[src/rtl/tlc_pkg.sv]
// ---------------------------------------------------------------------------
// tlc_pkg
//   Shared definitions for the traffic-light controller slice:
//     - interval codes issued by the sequencing FSM to the interval timer
//     - parameter-select codes used on the Prog_Sync programming path
//     - default durations (seconds) and the parameter-set struct
//     - lamp encodings used by the sequencing FSM
//     - timer state encoding
//     - helpers: zero-to-one clamp and interval-code decode
// ---------------------------------------------------------------------------
package tlc_pkg;

    // Interval codes from the sequencing FSM. Codes 4..7 are reserved and
    // decode to the one-second safe minimum.
    localparam logic [2:0] INT_BASE  = 3'd0;
    localparam logic [2:0] INT_EXT   = 3'd1;
    localparam logic [2:0] INT_YEL   = 3'd2;
    localparam logic [2:0] INT_BASE2 = 3'd3;

    // Parameter select codes on the programming path.
    typedef enum logic [1:0] {
        SEL_BASE     = 2'd0,
        SEL_EXT      = 2'd1,
        SEL_YEL      = 2'd2,
        SEL_DEFAULTS = 2'd3
    } param_sel_t;

    // Default durations in seconds.
    localparam logic [3:0] T_BASE_DEF = 4'd6;
    localparam logic [3:0] T_EXT_DEF  = 4'd3;
    localparam logic [3:0] T_YEL_DEF  = 4'd2;

    // The three programmable durations, held together.
    typedef struct packed {
        logic [3:0] t_base;
        logic [3:0] t_ext;
        logic [3:0] t_yel;
    } time_params_t;

    localparam time_params_t PARAMS_DEF = '{
        t_base: T_BASE_DEF,
        t_ext:  T_EXT_DEF,
        t_yel:  T_YEL_DEF
    };

    // Lamp encodings driven by the sequencing FSM (one-hot R/Y/G).
    typedef enum logic [2:0] {
        LAMP_OFF    = 3'b000,
        LAMP_GREEN  = 3'b001,
        LAMP_YELLOW = 3'b010,
        LAMP_RED    = 3'b100
    } lamp_t;

    // Interval timer states.
    typedef enum logic {
        TMR_IDLE  = 1'b0,
        TMR_COUNT = 1'b1
    } timer_state_t;

    // A zero duration would never expire cleanly; store it as one second.
    function automatic logic [3:0] clamp_time(input logic [3:0] value);
        return (value == 4'd0) ? 4'd1 : value;
    endfunction

    // Map an interval code to a duration in seconds (5-bit result so that
    // the doubled base of up to 2 x 15 = 30 fits without overflow).
    function automatic logic [4:0] decode_interval(input logic [2:0]   code,
                                                   input time_params_t p);
        logic [4:0] secs;
        case (code)
            INT_BASE:  secs = {1'b0, p.t_base};
            INT_EXT:   secs = {1'b0, p.t_ext};
            INT_YEL:   secs = {1'b0, p.t_yel};
            INT_BASE2: secs = {p.t_base, 1'b0};
            default:   secs = 5'd1;
        endcase
        return secs;
    endfunction

endpackage

[src/rtl/tick_divider.sv]
// ---------------------------------------------------------------------------
// tick_divider
//   Modulo-TICK_DIV cycle counter producing a one-cycle tick on the last
//   cycle of each period. A synchronous clear restarts the phase so that
//   the next tick falls a full TICK_DIV cycles after the clearing edge.
//
//   Ports:
//     clk    in  1  system clock
//     reset  in  1  synchronous, active-high reset (count -> 0)
//     clear  in  1  synchronous phase restart (count -> 0)
//     tick   out 1  high while the count sits at TICK_DIV-1
// ---------------------------------------------------------------------------
module tick_divider #(
    parameter int unsigned TICK_DIV = 100_000_000
) (
    input  logic clk,
    input  logic reset,
    input  logic clear,
    output logic tick
);

    // Keep at least one counter bit so TICK_DIV = 1 still elaborates
    // (the count then stays at 0 and tick is constantly high).
    localparam int unsigned CW = (TICK_DIV > 1) ? $clog2(TICK_DIV) : 1;
    localparam logic [CW-1:0] LAST = CW'(TICK_DIV - 1);

    logic [CW-1:0] count;

    // NOTE: state registers use non-blocking assignments so every flop
    // samples pre-edge values, independent of block evaluation order.
    always_ff @(posedge clk) begin
        if (reset || clear) begin
            count <= '0;
        end else if (count == LAST) begin
            count <= '0;
        end else begin
            count <= count + 1'b1;
        end
    end

    // Decoded from the counter register only; the consumer samples it on
    // the edge that closes the period.
    assign tick = (count == LAST);

endmodule

[src/rtl/interval_timer.sv]
// ---------------------------------------------------------------------------
// interval_timer
//   Countdown timer and duration store for the traffic-light sequencing FSM.
//   Latches the FSM's interval code on start_timer, counts whole seconds
//   from a phase-aligned divider, and pulses expired for one cycle when the
//   count completes. Holds the programmable base/extension/yellow durations,
//   rewritten through the synchronized Prog_Sync path. A second,
//   free-running divider produces the one_hz blink tick.
//
//   Parameters:
//     TICK_DIV        clock cycles per one-second tick
//
//   Ports:
//     clk             in  1  system clock
//     Reset           in  1  synchronous, active-high reset
//     Prog_Sync       in  1  one-cycle synchronized program strobe
//     Time_Param_Sel  in  2  0 = base, 1 = ext, 2 = yellow, 3 = defaults
//     Time_Value      in  4  new duration in seconds (0 stored as 1)
//     interval        in  3  duration code, sampled on start_timer
//     start_timer     in  1  start / restart the countdown
//     expired         out 1  one-cycle pulse on countdown completion
//     busy            out 1  countdown active
//     Time_Left       out 5  seconds remaining, 0 when idle
//     one_hz          out 1  free-running one-cycle tick pulse
// ---------------------------------------------------------------------------
module interval_timer
    import tlc_pkg::*;
#(
    parameter int unsigned TICK_DIV = 100_000_000
) (
    input  logic       clk,
    input  logic       Reset,
    input  logic       Prog_Sync,
    input  logic [1:0] Time_Param_Sel,
    input  logic [3:0] Time_Value,
    input  logic [2:0] interval,
    input  logic       start_timer,
    output logic       expired,
    output logic       busy,
    output logic [4:0] Time_Left,
    output logic       one_hz
);

    // -----------------------------------------------------------------------
    // Duration store
    // -----------------------------------------------------------------------
    time_params_t params;

    always_ff @(posedge clk) begin
        if (Reset) begin
            params <= PARAMS_DEF;
        end else if (Prog_Sync) begin
            case (param_sel_t'(Time_Param_Sel))
                SEL_BASE:     params.t_base <= clamp_time(Time_Value);
                SEL_EXT:      params.t_ext  <= clamp_time(Time_Value);
                SEL_YEL:      params.t_yel  <= clamp_time(Time_Value);
                SEL_DEFAULTS: params        <= PARAMS_DEF;
            endcase
        end
    end

    // Decoded from the registered parameters, so a write in the same cycle
    // as start_timer is not yet visible and the old value is used. A write
    // during a count only affects later starts because Time_Left already
    // holds the loaded value.
    logic [4:0] load_secs;
    assign load_secs = decode_interval(interval, params);

    // -----------------------------------------------------------------------
    // Second dividers
    // -----------------------------------------------------------------------
    logic count_tick;
    logic free_tick;

    // Countdown phase restarts on every start so the first decrement lands
    // exactly TICK_DIV cycles after the start edge.
    tick_divider #(
        .TICK_DIV (TICK_DIV)
    ) u_count_div (
        .clk   (clk),
        .reset (Reset),
        .clear (start_timer),
        .tick  (count_tick)
    );

    // Blink tick is independent of the countdown phase.
    tick_divider #(
        .TICK_DIV (TICK_DIV)
    ) u_free_div (
        .clk   (clk),
        .reset (Reset),
        .clear (1'b0),
        .tick  (free_tick)
    );

    // -----------------------------------------------------------------------
    // Countdown FSM
    // -----------------------------------------------------------------------
    timer_state_t state, state_next;
    logic [4:0]   time_left_next;
    logic         expired_next;
    logic         busy_next;

    // NOTE: every signal assigned here gets a default first, so no path
    // leaves it unassigned and no latch is inferred.
    always_comb begin
        state_next     = state;
        time_left_next = Time_Left;
        expired_next   = 1'b0;

        if (start_timer) begin
            // Start or restart wins over any tick in the same cycle, so an
            // aborted count never reports expiry.
            state_next     = TMR_COUNT;
            time_left_next = load_secs;
        end else begin
            case (state)
                TMR_IDLE: begin
                    time_left_next = 5'd0;
                end
                TMR_COUNT: begin
                    if (count_tick) begin
                        if (Time_Left <= 5'd1) begin
                            state_next     = TMR_IDLE;
                            time_left_next = 5'd0;
                            expired_next   = 1'b1;
                        end else begin
                            time_left_next = Time_Left - 5'd1;
                        end
                    end
                end
                default: begin
                    state_next     = TMR_IDLE;
                    time_left_next = 5'd0;
                end
            endcase
        end

        busy_next = (state_next == TMR_COUNT);
    end

    always_ff @(posedge clk) begin
        if (Reset) begin
            state     <= TMR_IDLE;
            Time_Left <= 5'd0;
            expired   <= 1'b0;
            busy      <= 1'b0;
        end else begin
            state     <= state_next;
            Time_Left <= time_left_next;
            expired   <= expired_next;
            busy      <= busy_next;
        end
    end

    // Registered so one_hz has no combinational path from the divider.
    always_ff @(posedge clk) begin
        if (Reset) begin
            one_hz <= 1'b0;
        end else begin
            one_hz <= free_tick;
        end
    end

endmodule

[config.mk]
export PLATFORM = sky130hd
export DESIGN_NAME = interval_timer
export DESIGN_NICKNAME = d
export VERILOG_FILES = /design/src/rtl/tlc_pkg.sv /design/src/rtl/tick_divider.sv /design/src/rtl/interval_timer.sv
export SDC_FILE = /design/constraint.sdc
export NUM_CORES = 1
export LEC_CHECK = 0
export BUFFER_PORTS_ARGS = -buffer_cell sky130_fd_sc_hd__buf_2
export CAP_MARGIN = 10
export CORE_ASPECT_RATIO = 1.25
export CORE_MARGIN = 2
export CORE_UTILIZATION = 48
export DETAILED_ROUTE_END_ITERATION = 10
export GPL_TIMING_DRIVEN = 1
export PLACE_DENSITY = 0.68
export RECOVER_POWER = 50
export SLEW_MARGIN = 40
export SYNTH_ARGS = -nofsm -noshare
export SYNTH_HDL_FRONTEND = slang
export SYNTH_HIERARCHICAL = 1
export SYNTH_SLANG_ARGS = --single-unit
[constraint.sdc]
create_clock -name clk -period 5.6 [get_ports clk]
set_clock_uncertainty 0.15 [all_clocks]
set_input_delay 1.12 -clock clk [delete_from_list [all_inputs] [get_ports clk]]
set_output_delay 1.12 -clock clk [all_outputs]
set_load 0.1 [all_outputs]
# Word level (Yosys, flattened, before mapping)

Index checks and enable logic that the tools add are counted.

Bits of input ports: 13
Bits in registers: 74
Word-level logic and storage cells: 51

Add/subtract/negate cells: 3
Reduce and logical (&&, ||, !) cells: 13
Order comparisons: 1
Equal/unequal tests: 9
Mux-type cells: 14
Bitwise logic cells: 2

Operators with widths:

| cell                                                 | count |
|---|---|
| adder 27 x 1 -> 27 bit (second input constant)       | 2 |
| equality test 27 bit (second input constant)         | 2 |
| one-hot mux 4 bit (2 select lines)                   | 3 |
| one-hot mux 5 bit (4 select lines)                   | 1 |
| 2-to-1 mux 5 bit                                     | 3 |
| one-hot mux 5 bit (2 select lines)                   | 1 |
| equality test 3 x 2 -> 1 bit (second input constant) | 2 |
| AND reduction 2 bit                                  | 3 |
| nonzero test 2 bit                                   | 3 |
| <= comparator 5 x 1 -> 1 bit (second input constant) | 1 |
| 2-to-1 mux 1 bit                                     | 5 |
| subtractor 5 x 1 -> 5 bit (second input constant)    | 1 |
| equality test 2 bit (second input constant)          | 2 |
| logical NOT 4 bit                                    | 1 |
| 2-to-1 mux 4 bit                                     | 1 |
| OR reduction 2 bit                                   | 2 |
| OR reduction 4 bit                                   | 1 |
| equality test 3 x 1 -> 1 bit (second input constant) | 1 |
| logical NOT 3 bit                                    | 1 |
| inequality test 3 bit (second input constant)        | 1 |
| equality test 2 x 1 -> 1 bit (second input constant) | 1 |
| logical NOT 2 bit                                    | 1 |
| inverter 1 bit                                       | 2 |
| logical OR 1 bit                                     | 1 |

# Longest topological paths before layout

Depth in word-level cells: 5
Gate-level depth with buffers: 10
Depth with buffers taken out: 8

# Hierarchy

Netlist, hierarchy kept.

Modules (own cells, without submodules):

| module         | cells an instance | area an instance (sq um) | seq. area each (sq um) | times used |
|---|---|---|---|---|
| tick_divider   | 157               | 1410.1                   | 540.5                  | 2 |
| interval_timer | 119               | 1092.3                   | 400.4                  | 1 |

# Worst setup path before layout

Ideal clock, no wire load.

Path kind: flip-flop to flip-flop
Start point: register u_count_div.count[0]
End point: register Time_Left[3]
Arrival: 2267 ps
Stages on the path, launching flop included: 11
Setup time: 128 ps
Setup slack: 3055 ps
Data required time: 5322 ps
Cell sequence: dfxtp_1 -> ha_1 -> and3_1 -> buf_2 -> nand2_4 -> nor4_4 -> buf_6 -> nor4b_2 -> mux2i_1 -> a2bb2oi_1 -> nor2_1

Longest elaborated chain between the ends: 2

Ends and longest elaborated chain:

| item                                   | line                  | RTL |
|---|---|---|
| start, declared                        | tick_divider.sv:27    | `logic [CW-1:0] count;` |
| start signal, assigned                 | tick_divider.sv:37    | `count <= count + 1'b1;` |
| equality test 27 bit                   | tick_divider.sv:43    | `assign tick = (count == LAST);` |
| net count_tick                         | interval_timer.sv:72  | `logic count_tick;` |
| inequality test 3 bit (no source line) | n/a                   |  |
| end signal, assigned                   | interval_timer.sv:150 | `Time_Left <= time_left_next;` |
| end, declared                          | interval_timer.sv:40  | `output logic [4:0] Time_Left,` |

The timed path passes the listed nets, and every way through them passes these cells.
A chain may end at the register's enable or synchronous reset.

# Worst setup path in the final report

Start point: input port Reset
End point: register u_count_div.count[7]

Longest elaborated chain between the ends: 2

Ends and longest elaborated chain:

| item                                | line                 | RTL |
|---|---|---|
| start, declared                     | interval_timer.sv:32 | `input logic Reset,` |
| logical OR 1 bit                    | tick_divider.sv:32   | `if (reset \|\| clear) begin` |
| OR reduction 2 bit (no source line) | n/a                  |  |

Every way passes these cells.

==> out/metrics.cfg <==
[outcome]
status=complete, but fails checks
violations=max-capacitance violations, max-slew violations

[power]
power.density_nw_per_um2=240
peakVddDrop_v=0.000155
p_leak_nw=1.39

[floorplan]
core_region_area_um2=7840
die_w_um=84.8
dieArea_um2=8890
ios=21
rows=36
die_y_um=105
start_util=0.499

[setup_path]
cp_slowest_stage_delay_ns=1.22
required_ns=5.68
worst_path_dominant_cell_family=simple AND/OR/NAND/NOR gates
path_max_fanout=27
cp_cell_sequence=clkbuf_1, or2_0, nor4_1, a31oi_1, o21ai_0
crit_path_start_kind=input port
worstSetupPathType=in -> reg
slowest_stage=or2_0
crit_arrival_ns=3.47
cp.buffers_inverters=1
endpoint_kind=register

[clock_network]
cts_hold_buf=0
cts.repair_timing.setup_buffer_count=0
cts_resized=0
clk_pin_slew_worst_paths_ns=0.07
cts_made_buffers=9
cts_sinks=74
cts_tree=built
cts_max_level=3
cts_buffer_depth=2
cts_root_buf=clkbuf_8
clock_latency_ns=0.35

[placement]
place_inst=528
dp_hpwl_um=5560
io_buffers=20
gp_congestion=0.803
post_dp_cell_area_um2=3990
place_ws_ns=2.93

[yosys]
netlist_instances=433
async_flop_share=0
synthFlopType=dfxtp_1
synth_edf_count=0
yosysTopAreaCell=dfxtp_1
avgSynthCellArea_um2=9.04
yosysUniqueCellTypes=60
netlist_area_um2=3910
synth_top_area_share=0.379
post-synth-top-count-cell=dfxtp_1
synth_area_leaders=dfxtp_1, a211oi_1, nand3_1, nor2_1, o31ai_1
synth_warnings=6
yosys-top-cells-count=dfxtp_1, nor2_1, nand2_1, nand3_1, a211oi_1
ys_seq_area_frac=0.379
synth-seq-cells=74

[route]
ant_nets=0
route.detailed.drc=0
wirelength_um=7970
post_drt_wl_per_cell_um=14.7
drt-initial-drc-count=84
drtPass1Iterations=4
vias_per_cell=5.98
vias=3251

[layout]
multi_input_area_um2=2230
area_growth_syn_to_layout_pct=6.40
layout-drive-gt1-share=0.122
n_fill_cell=755
regArea_um2=1480
diodes=0
final_nets=464
final_area_um2=4160
fin_cells=544

[sta]
setup_viol=0
finalCritPeriodShare=0.605
hold_viol=0
final-max-slew-violation-count=56
tns_ns=0
fmax_ghz=0.295
max_slew_margin=-0.0200
fin_crit_ns=3.39
fin_ws_ns=2.21
rsz0062_at_grt=false
worstMarginPinSlew_ns=1.53

[global_routing]
grt_use_total=0.187
grt_max_degree=28
grt_pass1_vias=3179
grt_pass1_wl_um=13900
antenna_found_initial=0
grt.overflow.total=0

[min_path]
hp-class=reg -> reg

[flow_run]
cap_violations=2

[layout by cell type (no fill, tap or decap), types with 10 or more instances in the layout]
cell | netlist | final
nor2_1 | 34 | 34
xor2_1 | 14 | 14
or3_1 | 10 | 10
nand4_1 | 12 | 12
nand2_1 | 29 | 29
clkbuf_8 | 2 | 12
a211oi_1 | 20 | 22
dfxtp_1 | 74 | 74
buf_2 | 4 | 18
o21ai_0 | 16 | 17
nor3_1 | 17 | 17
nand3_1 | 28 | 28
inv_1 | 11 | 11
or4_1 | 16 | 16
o31ai_1 | 17 | 17
[cells by family after synthesis]
kind of cell	synth area share
AND/OR/NAND/NOR	0.312
AO/OA/AOI/OAI	0.167
flip-flops	0.379
buffers and inverters	0.0508
XOR/XNOR	0.0448
adder cells (fa/ha/maj)	0.0224
multiplexers	0.0233
other	0.000958
[registers in the layout, indices dropped and copies added (netlist names)]
register,flops
u_free_div/count,27
params,12
state,1
Time_Left,5
u_count_div/count,27
expired,1
one_hz,1
[area by class of cell]
type | count | share of cell area
Tap cell | 95 | 0.0286
Inverter | 11 | 0.00992
Clock inverter | 2 | 0.00240
Timing Repair Buffer | 22 | 0.0271
Sequential cell | 74 | 0.356
Multi-Input combinational cell | 326 | 0.535
Clock buffer | 14 | 0.0415
[power breakdown]
part | switching [W] | total [W] | internal (W)
clock network | 0.000192 | 0.000389 | 0.000196
registers | 0.00000701 | 0.000540 | 0.000533
logic | 0.0000495 | 0.0000726 | 0.0000231
[worst reg2reg max path: cells and delay by family (launching register included)]
family | cells | cell delay [ns]
buffers and inverters | 1 | 0.33
flip-flops | 1 | 0.38
AO/OA/AOI/OAI | 2 | 0.25
adder cells (fa/ha/maj) | 1 | 0.21
AND/OR/NAND/NOR | 4 | 0.99
[routing by layer]
layer  routed length, um  vias to the layer above  track usage
met5                   0                        -            0
met4                 166                        0       0.0805
met3                 208                       14       0.0403
li1                    -                     1661            -
met1                3550                     1530        0.219
met2                4050                       46        0.325
[final timing paths]
check	from	end	slack (ns)	cells past startpoint
worst max register to register	u_count_div/count[0]$_SDFF_PP0_	Time_Left[1]$_SDFFE_PP0P_	3.13	8
worst max-delay path	Reset	u_count_div/count[7]$_SDFF_PP0_	2.21	5
worst min-delay path	u_count_div/count[26]$_SDFF_PP0_	u_count_div/count[26]$_SDFF_PP0_	0.34	2
worst min register to register	u_count_div/count[26]$_SDFF_PP0_	u_count_div/count[26]$_SDFF_PP0_	0.34	2
[per-stage QoR]
step,hold slack (ns),util,total power (W)
after global placement,0.326,0.508,0.000625
after floorplan,0.295,-,0.000608
after global routing,0.362,0.531,0.00104
after detailed placement,0.328,0.509,0.000626
after CTS,0.340,0.533,0.00101
final,0.339,0.531,0.00100
Power figures use the tool's default switching activity.
